File: src/rtl/ibex_pkg.sv
// Shared types and constants for the IF->ID handoff slice.
package ibex_pkg;

    typedef struct packed {
        logic [31:0] rdata;
        logic [31:0] addr;
        logic        err;
    } fetch_entry_t;

    localparam logic [1:0] INSTR_UNCOMPRESSED = 2'b11;

endpackage

File: src/rtl/ibex_fetch_fifo.sv
// Small circular fetch FIFO holding fetch_entry_t words; head is the oldest entry.
module ibex_fetch_fifo
    import ibex_pkg::*;
#(
    parameter int unsigned DEPTH = 2
) (
    input  logic         clk_i,
    input  logic         rst_i,
    input  logic         push_i,
    input  logic         pop_i,
    input  logic         flush_i,
    input  fetch_entry_t wdata_i,
    output fetch_entry_t head_o,
    output logic         full_o,
    output logic         empty_o
);

    localparam int unsigned PtrW = (DEPTH > 1) ? $clog2(DEPTH) : 1;
    localparam int unsigned CntW = $clog2(DEPTH + 1);

    fetch_entry_t    mem_q [DEPTH];
    logic [PtrW-1:0] wptr_q, rptr_q;
    logic [CntW-1:0] count_q;
    logic            do_push, do_pop;

    function automatic logic [PtrW-1:0] ptr_inc(logic [PtrW-1:0] p);
        return (p == PtrW'(DEPTH - 1)) ? '0 : p + 1'b1;
    endfunction

    assign full_o  = (count_q == CntW'(DEPTH));
    assign empty_o = (count_q == '0);
    assign head_o  = mem_q[rptr_q];

    // A push while full is only accepted when it is paired with a pop.
    assign do_push = push_i & (~full_o | pop_i);
    assign do_pop  = pop_i & ~empty_o;

    always_ff @(posedge clk_i or posedge rst_i) begin
        if (rst_i) begin
            wptr_q  <= '0;
            rptr_q  <= '0;
            count_q <= '0;
        end else if (flush_i) begin
            wptr_q  <= '0;
            rptr_q  <= '0;
            count_q <= '0;
        end else begin
            if (do_push) wptr_q <= ptr_inc(wptr_q);
            if (do_pop)  rptr_q <= ptr_inc(rptr_q);
            count_q <= count_q + CntW'(do_push) - CntW'(do_pop);
        end
    end

    always_ff @(posedge clk_i) begin
        if (do_push && !flush_i) mem_q[wptr_q] <= wdata_i;
    end

endmodule

File: src/rtl/ibex_if_id_handoff.sv
// IF->ID producer: fetch FIFO, bypass path, ID register and flush priority.
// Optional bubble counter enabled by defining IBEX_IF_BUBBLE_CNT_EN.
module ibex_if_id_handoff
    import ibex_pkg::*;
#(
    parameter int unsigned DEPTH = 2
) (
    input  logic        clk_i,
    input  logic        rst_i,
    input  logic        fetch_valid_i,
    output logic        fetch_ready_o,
    input  logic [31:0] fetch_rdata_i,
    input  logic [31:0] fetch_addr_i,
    input  logic        fetch_err_i,
    input  logic        pc_set_i,
    input  logic        id_in_ready_i,
    input  logic        instr_valid_clear_i,
    output logic        instr_valid_id_o,
    output logic        instr_new_id_o,
    output logic [31:0] instr_rdata_id_o,
    output logic [15:0] instr_rdata_c_id_o,
    output logic        instr_is_compressed_id_o,
    output logic        instr_fetch_err_o,
    output logic [31:0] pc_id_o,
    output logic [31:0] perf_if_bubble_o
);

    fetch_entry_t fetch_in, fifo_head, load_entry;
    logic         fifo_full, fifo_empty;
    logic         push_req, load;
    logic         valid_q, valid_d, new_q;
    fetch_entry_t id_q;

    assign fetch_in      = '{rdata: fetch_rdata_i, addr: fetch_addr_i, err: fetch_err_i};
    assign fetch_ready_o = ~fifo_full;
    assign push_req      = fetch_valid_i & fetch_ready_o & ~pc_set_i;
    assign load          = id_in_ready_i & ~pc_set_i & (~fifo_empty | push_req);
    // With an empty FIFO the incoming fetch goes straight to ID and is not stored.
    assign load_entry    = fifo_empty ? fetch_in : fifo_head;

    ibex_fetch_fifo #(
        .DEPTH (DEPTH)
    ) u_fetch_fifo (
        .clk_i   (clk_i),
        .rst_i   (rst_i),
        .push_i  (push_req & ~(load & fifo_empty)),
        .pop_i   (load & ~fifo_empty),
        .flush_i (pc_set_i),
        .wdata_i (fetch_in),
        .head_o  (fifo_head),
        .full_o  (fifo_full),
        .empty_o (fifo_empty)
    );

    always_comb begin
        valid_d = valid_q;
        if (pc_set_i)                 valid_d = 1'b0;
        else if (load)                valid_d = 1'b1;
        else if (instr_valid_clear_i) valid_d = 1'b0;
    end

    always_ff @(posedge clk_i or posedge rst_i) begin
        if (rst_i) begin
            valid_q <= 1'b0;
            new_q   <= 1'b0;
            id_q    <= '0;
        end else begin
            valid_q <= valid_d;
            new_q   <= load;
            if (load) id_q <= load_entry;
        end
    end

    assign instr_valid_id_o         = valid_q;
    assign instr_new_id_o           = new_q;
    assign instr_rdata_id_o         = id_q.rdata;
    assign instr_rdata_c_id_o       = id_q.rdata[15:0];
    assign instr_is_compressed_id_o = (id_q.rdata[1:0] != INSTR_UNCOMPRESSED);
    assign instr_fetch_err_o        = id_q.err;
    assign pc_id_o                  = id_q.addr;

`ifdef IBEX_IF_BUBBLE_CNT_EN
    logic [31:0] bubble_q;

    always_ff @(posedge clk_i or posedge rst_i) begin
        if (rst_i) begin
            bubble_q <= '0;
        end else if (id_in_ready_i && !pc_set_i && !load && (bubble_q != 32'hFFFF_FFFF)) begin
            bubble_q <= bubble_q + 32'd1;
        end
    end

    assign perf_if_bubble_o = bubble_q;
`else
    assign perf_if_bubble_o = 32'h0;
`endif

endmodule

File: config.mk
export PLATFORM = sky130hd
export DESIGN_NAME = ibex_if_id_handoff
export DESIGN_NICKNAME = d
export VERILOG_FILES = /design/src/rtl/ibex_pkg.sv /design/src/rtl/ibex_fetch_fifo.sv /design/src/rtl/ibex_if_id_handoff.sv
export SDC_FILE = /design/constraint.sdc
export NUM_CORES = 1
export LEC_CHECK = 0
export BUFFER_PORTS_ARGS = -buffer_cell sky130_fd_sc_hd__buf_2
export CAP_MARGIN = 10
export CORE_ASPECT_RATIO = 1.2
export CORE_MARGIN = 2
export CORE_UTILIZATION = 40
export DETAILED_ROUTE_END_ITERATION = 7
export PLACE_DENSITY_LB_ADDON = 0.08
export SYNTH_ARGS = -nofsm -noshare
export SYNTH_HDL_FRONTEND = slang
export SYNTH_SLANG_ARGS = --single-unit
File: constraint.sdc
create_clock -name clk_i -period 7.5 [get_ports clk_i]
set_clock_uncertainty 0.2 [all_clocks]
set_input_delay 0.75 -clock clk_i [delete_from_list [all_inputs] [get_ports clk_i]]
set_output_delay 0.75 -clock clk_i [all_outputs]
set_load 0.1 [all_outputs]
-- After elaboration in Yosys (flattened, before gate mapping)
Memories as Yosys holds them, arrays and structs flattened.
Index checks and enable logic that the tools add are counted.
- register bits: 71
- memory bits (writable): 130
- input port bits: 71
- memories: 1
- add/subtract/negate cells: 4
- equality and inequality tests: 2
- muxes and demuxes: 13
- bitwise gates (word level): 15
- reduce and logical (&&, ||, !) cells: 6
- memory list (memory ; depth ; width ; rd ports ; clocked after Yosys merged registers in ; write ports ; line ; RTL):
    u_fetch_fifo.mem_q ; 2 ; 65 ; 1 ; 0 ; 1 ; ibex_fetch_fifo.sv:21 ; fetch_entry_t mem_q [DEPTH];
- operator list (cell ; count):
    two-way mux 65 bit ; 1
    two-way mux 1 bit ; 11
    bitwise AND 1 bit ; 9
    NOT 1 bit ; 4
    nonzero test 2 bit ; 2
    nonzero test 3 bit ; 1
    adder 1 bit (second input constant) ; 2
    adder 2 x 1 -> 2 bit ; 1
    == test 2 bit (second input constant) ; 1
    logical NOT 2 bit ; 1
    two-way mux 2 bit ; 1
    inequality test 2 bit (second input constant) ; 1
    OR 1 bit ; 2
    subtractor 2 x 1 -> 2 bit ; 1
    logical AND 1 bit ; 1
    logical NOT 1 bit ; 1

-- Depth between registers and ports, before layout
- depth in word-level cells: 13
- gate-level depth with buffers: 11
- depth with buffers taken out: 8

-- Cells and area by module
A second synthesis with hierarchy kept.
- cells, all modules: 497
- area, all modules: 9009.9 µm²
- modules (own cells, without submodules) (module ; times used ; cells each ; area an instance (µm²) ; sequential area each (µm²)):
    ibex_fetch_fifo ; 1 ; 226 ; 5098.6 ; 4003.8
    ibex_if_id_handoff ; 1 ; 271 ; 3911.3 ; 1676.6

-- Worst setup path before layout
No wires, ideal clock.
- kind: input to register
- from: in id_in_ready_i
- to: mem u_fetch_fifo.mem_q[0][0] in the netlist's numbering, enable pin
- data arrival time: 3.721 ns
- data required time: 6.812 ns
- slack: 3.091 ns
- cell stages on the path: 3
- path through: o21bai_1 > nand2_1 > nor2_1
- word-level cells in the longest chain between the ends: 9
- RTL lines (item ; line ; RTL):
    start: declaration ; ibex_if_id_handoff.sv:16 ; input logic id_in_ready_i,
    bitwise AND 1 bit (*) (2 in series) ; ibex_if_id_handoff.sv:37 ; assign load = id_in_ready_i & ~pc_set_i & (~fifo_empty | push_req);
    bitwise AND 1 bit ; ibex_if_id_handoff.sv:46 ; .push_i (push_req & ~(load & fifo_empty)),
    NOT 1 bit ; ibex_if_id_handoff.sv:46 ;
    bitwise AND 1 bit ; ibex_if_id_handoff.sv:46 ;
    bitwise AND 1 bit (*) ; ibex_fetch_fifo.sv:35 ; assign do_push = push_i & (~full_o | pop_i);
    logical AND 1 bit (*) ; ibex_fetch_fifo.sv:55 ; if (do_push && !flush_i) mem_q[wptr_q] <= wdata_i;
    two-way mux 1 bit (*) ; ibex_fetch_fifo.sv:55 ;
    two-way mux 1 bit (not written as such) (*) ; ibex_fetch_fifo.sv:55 ;
    end: declaration ; ibex_fetch_fifo.sv:21 ;
Mark *: on every way between the ends. The rest lies on a longest branch, timed or not.

-- Final worst setup path
- from: reg u_fetch_fifo.count_q[1]
- to: reg u_fetch_fifo.count_q[1]
- word-level cells in the longest chain between the ends: 13
- RTL lines (item ; line ; RTL):
    start: declaration ; ibex_fetch_fifo.sv:23 ; logic [CntW-1:0] count_q;
    start signal: assignment ; ibex_fetch_fifo.sv:50 ; count_q <= count_q + CntW'(do_push) - CntW'(do_pop);
    == test 2 bit ; ibex_fetch_fifo.sv:30 ; assign full_o = (count_q == CntW'(DEPTH));
    NOT 1 bit ; ibex_fetch_fifo.sv:35, ibex_if_id_handoff.sv:35 ;
    bitwise AND 1 bit (2 in series) ; ibex_if_id_handoff.sv:36 ; assign push_req = fetch_valid_i & fetch_ready_o & ~pc_set_i;
    OR 1 bit ; ibex_if_id_handoff.sv:37 ;
    bitwise AND 1 bit ; ibex_if_id_handoff.sv:37 ;
    bitwise AND 1 bit ; ibex_if_id_handoff.sv:46 ;
    NOT 1 bit ; ibex_if_id_handoff.sv:46 ;
    bitwise AND 1 bit ; ibex_if_id_handoff.sv:46 ;
    bitwise AND 1 bit ; ibex_fetch_fifo.sv:35 ;
    adder 2 x 1 -> 2 bit ; ibex_fetch_fifo.sv:50 ;
    subtractor 2 x 1 -> 2 bit (*) ; ibex_fetch_fifo.sv:50 ;
    two-way mux 2 bit (*) ; ibex_fetch_fifo.sv:43 ; end else if (flush_i) begin
Marked as above.
A chain may end at the register's enable or synchronous reset.

==> summary.md <==
| Metric | Value |
|---|---|
| Post-synth top area cell | `edfxtp_1` |
| Hold Path Class | `in2reg` |
| Fin util | `47.2%` |
| Starting Density | `a little over 40%` |
| Ports | `between 150 and 200` |
| Die extent in x | `134 um` |
| Synth cell types | `28` |
| Clock-pin slew on the worst setup and hold paths | `60 ps` |
| CTS resizes | `0` |
| Final wirelength | `17400 um` |
| Core box area | `20000 um2` |
| Top cells by instance count after synthesis | `edfxtp_1, dfrtp_1, mux2i_1, nor3_1, a221o_1` |
| Hold Buf Count CTS | `0` |
| TritonCTS Buffers | `21` |
| Max-slew headroom | `33.4%` |
| Initial antenna violation count | `2` |
| # rows | `57` |
| CTS Sinks | `201` |
| CTS tree | `built` |
| Global-route wire length before repair | `approximately 27000 um` |
| Final GP Congestion | `0.726` |
| Inst Count DP | `888` |
| Worst skew pair latency | `480 ps` |
| Pwr dens | `431 nW/um2` |
| Vias | `4770` |
| I/O Buffers | `155` |
| Post-Syn Instances | `about 520` |
| Synth Area in Compound Gates | `~8.4%` |
| Startpoint Class | `register` |
| Worst-path fanout max | `68` |
| Top-area cell type share of the netlist area | `48.2%` |
| Fmax | `approximately 380 MHz` |
| Clk buf depth | `3` |
| RSZ-0062 raised after global routing | `false` |
| Crit Path Class | `reg2reg` |
| CP Data Arrival Time | `about 2900 ps` |
| Final hold vios | `0` |
| Slowest stage delay, CP | `about 650 ps` |
| Pin count of the biggest net entering global routing | `just over 70` |
| Final nets | `between 700 and 800` |
| Max Slew Vio Count | `0` |
| Static leakage | `around 0.0037 uW` |
| Yosys reg bits | `201` |
| Diodes inserted | `0` |
| Clock root buffer | `clkbuf_16` |
| Seq/Total Area, Yosys | `70.2%` |
| Area added between synthesis and finish | `17.0%` |
| Final Cycle Share | `between 30% and 40%` |
| Non-Filler Instances | `925` |
| Drt wl/cell | `18.8 um` |
| Average size of a mapped cell | `15.7 um2` |
| Synth Warn # | `0` |
| Dpl hpwl | `9640 um` |
| Final setup vio count | `0` |
| Number of global-route vias before repair | `4958` |
| CP endpoint kind | `register` |
| Ys flop type | `edfxtp_1` |
| Top-count cell post-synth | `edfxtp_1` |
| Die ar. | `approximately 21000 um2` |
| Mux share of post-synthesis cell area | `8.16%` |
| Max-Cap Viols | `0` |
| Post-synth EDFFs | `130` |
| CTS H-tree depth | `1` |
| Die height | `~160 um` |
| Setup TNS | `0 ps` |
| Slowest CP cell | `buf_4` |
| CP Data Required Time | `7700 ps` |
| Tot GR Track Use | `16.2%` |
| Synth Cell Area | `8100 um2` |
| CP cell instances | `nor2_4, buf_4, nor2_1, ha_1, inv_1, ha_1, xor2_1, and2_1, nor3_1` |
| Simple logic cell fraction of the synthesized area | `under 10%` |
| Fraction of layout cells with a size suffix above 1 | `a little under a third` |
| Max VDD drop | `0.259 mV` |
| Iter 0 DRT Violations | `247` |
| Outcome | `complete, no violations` |
| Most Frequent Cell on Critical Path | `ha_1` |
| Power Total | `4080 uW` |
| FFs w/ async S/R, synth | `35.3%` |
| Top cells by area, synth | `edfxtp_1, dfrtp_1, mux2i_1, a221o_1, buf_4` |
| XOR/XNOR share of the synthesized area | `0.108%` |
| Min cycle time layout | `2650 ps` |
| Detailed Routing Iterations Pass 1 | `4` |
| Worst slew pin tran | `between 900 and 1000 ps` |
| ANT nets after route | `0` |
| DR DRC count | `0` |
| Placed cell area | `8820 um2` |
| Largest family of logic cells by synthesized area | `compound AO/OA/AOI/OAI gates` |
| Final instance area | `between 9000 and 10000 um2` |
| Vias per inst | `5.16` |
| Post-CTS Setup Inserts | `0` |
| Adder and majority cell fraction of the synthesized area | `0.309%` |
| Gr ovfl total | `0` |
[metrics by stage]
stage	hold slack (ps)	worst slack, ps
after CTS	243	4810
final	271	4850
after detailed placement	272	4380
after global routing	246	4700
after floorplan	261	3090
after global placement	256	4470
[worst paths after layout]
path,startpoint,end,slack (ps),depth (start not counted)
max,u_fetch_fifo.count_q[1],u_fetch_fifo.count_q[1],4850,9
min,fetch_err_i,u_fetch_fifo.mem_q[0][0],270,1
max reg2reg,u_fetch_fifo.count_q[1],u_fetch_fifo.count_q[1],4850,9
min reg2reg,instr_valid_id_o,instr_valid_id_o,280,2
max in group asynchronous,rst_i,u_fetch_fifo.rptr_q,6010,3
min in group asynchronous,rst_i,pc_id_o[16],380,3
[cell type report]
cell class                      count  area, um2
Clock inverter                     12        111
Fill cell                        1808      10600
Multi-Input combinational cell    255       1950
Inverter                            5       20.0
Timing Repair Buffer              162        828
Sequential cell                   201       5680
Tap cell                          265        332
Clock buffer                       25        541
[metal layers]
metal	vias up	global-route usage, %	wire length (um)
li1	2185	-	-
met1	2399	20.0	7120
met2	164	28.8	8860
met3	22	3.65	1150
met4	0	3.97	240
met5	-	0	0
[worst max-delay path: cells and delay by family (launching register included)]
kind | cells | cell delay [ps]
adder cells (fa/ha/maj) | 2 | 500
buffers and inverters | 2 | 690
flip-flops | 1 | 480
AND/OR/NAND/NOR | 4 | 550
XOR/XNOR | 1 | 150
[cells in the final DEF (no fill, tap or decap), types with 6 or more instances in the layout]
master	netlist	routed
dfrtp_1	71	70
edfxtp_1	130	130
nor3_1	66	66
clkbuf_16	0	21
buf_4	49	7
buf_2	18	155
mux2i_1	66	66
conb_1	1	32
clkinv_2	0	6
a221o_1	65	65
[kinds of logic (layout without fill, tap and decap cells)]
kind of cell | Yosys count | after routing
simple gates | 85 | 85
mux | 66 | 66
compound gates | 69 | 69
other cells | 1 | 32
fa+ha+maj | 2 | 2
buf+inv | 90 | 204
flops | 201 | 201
xor+xnor | 1 | 1
[power by group]
group          internal, uW  switching (uW)  total (uW)
registers              1340            92.9        1430
clock network           583             402         984
logic                   243            1430        1670
total                  2160            1920        4080
[state kept, by name, indices dropped and copies added (netlist names)]
name and flops:
u_fetch_fifo.mem_q 130, instr_rdata_id_o 32, pc_id_o 32, u_fetch_fifo.count_q 2
instr_fetch_err_o 1, instr_new_id_o 1, instr_valid_id_o 1, u_fetch_fifo.rptr_q 1
u_fetch_fifo.wptr_q 1
Power figures use the tool's default switching activity.
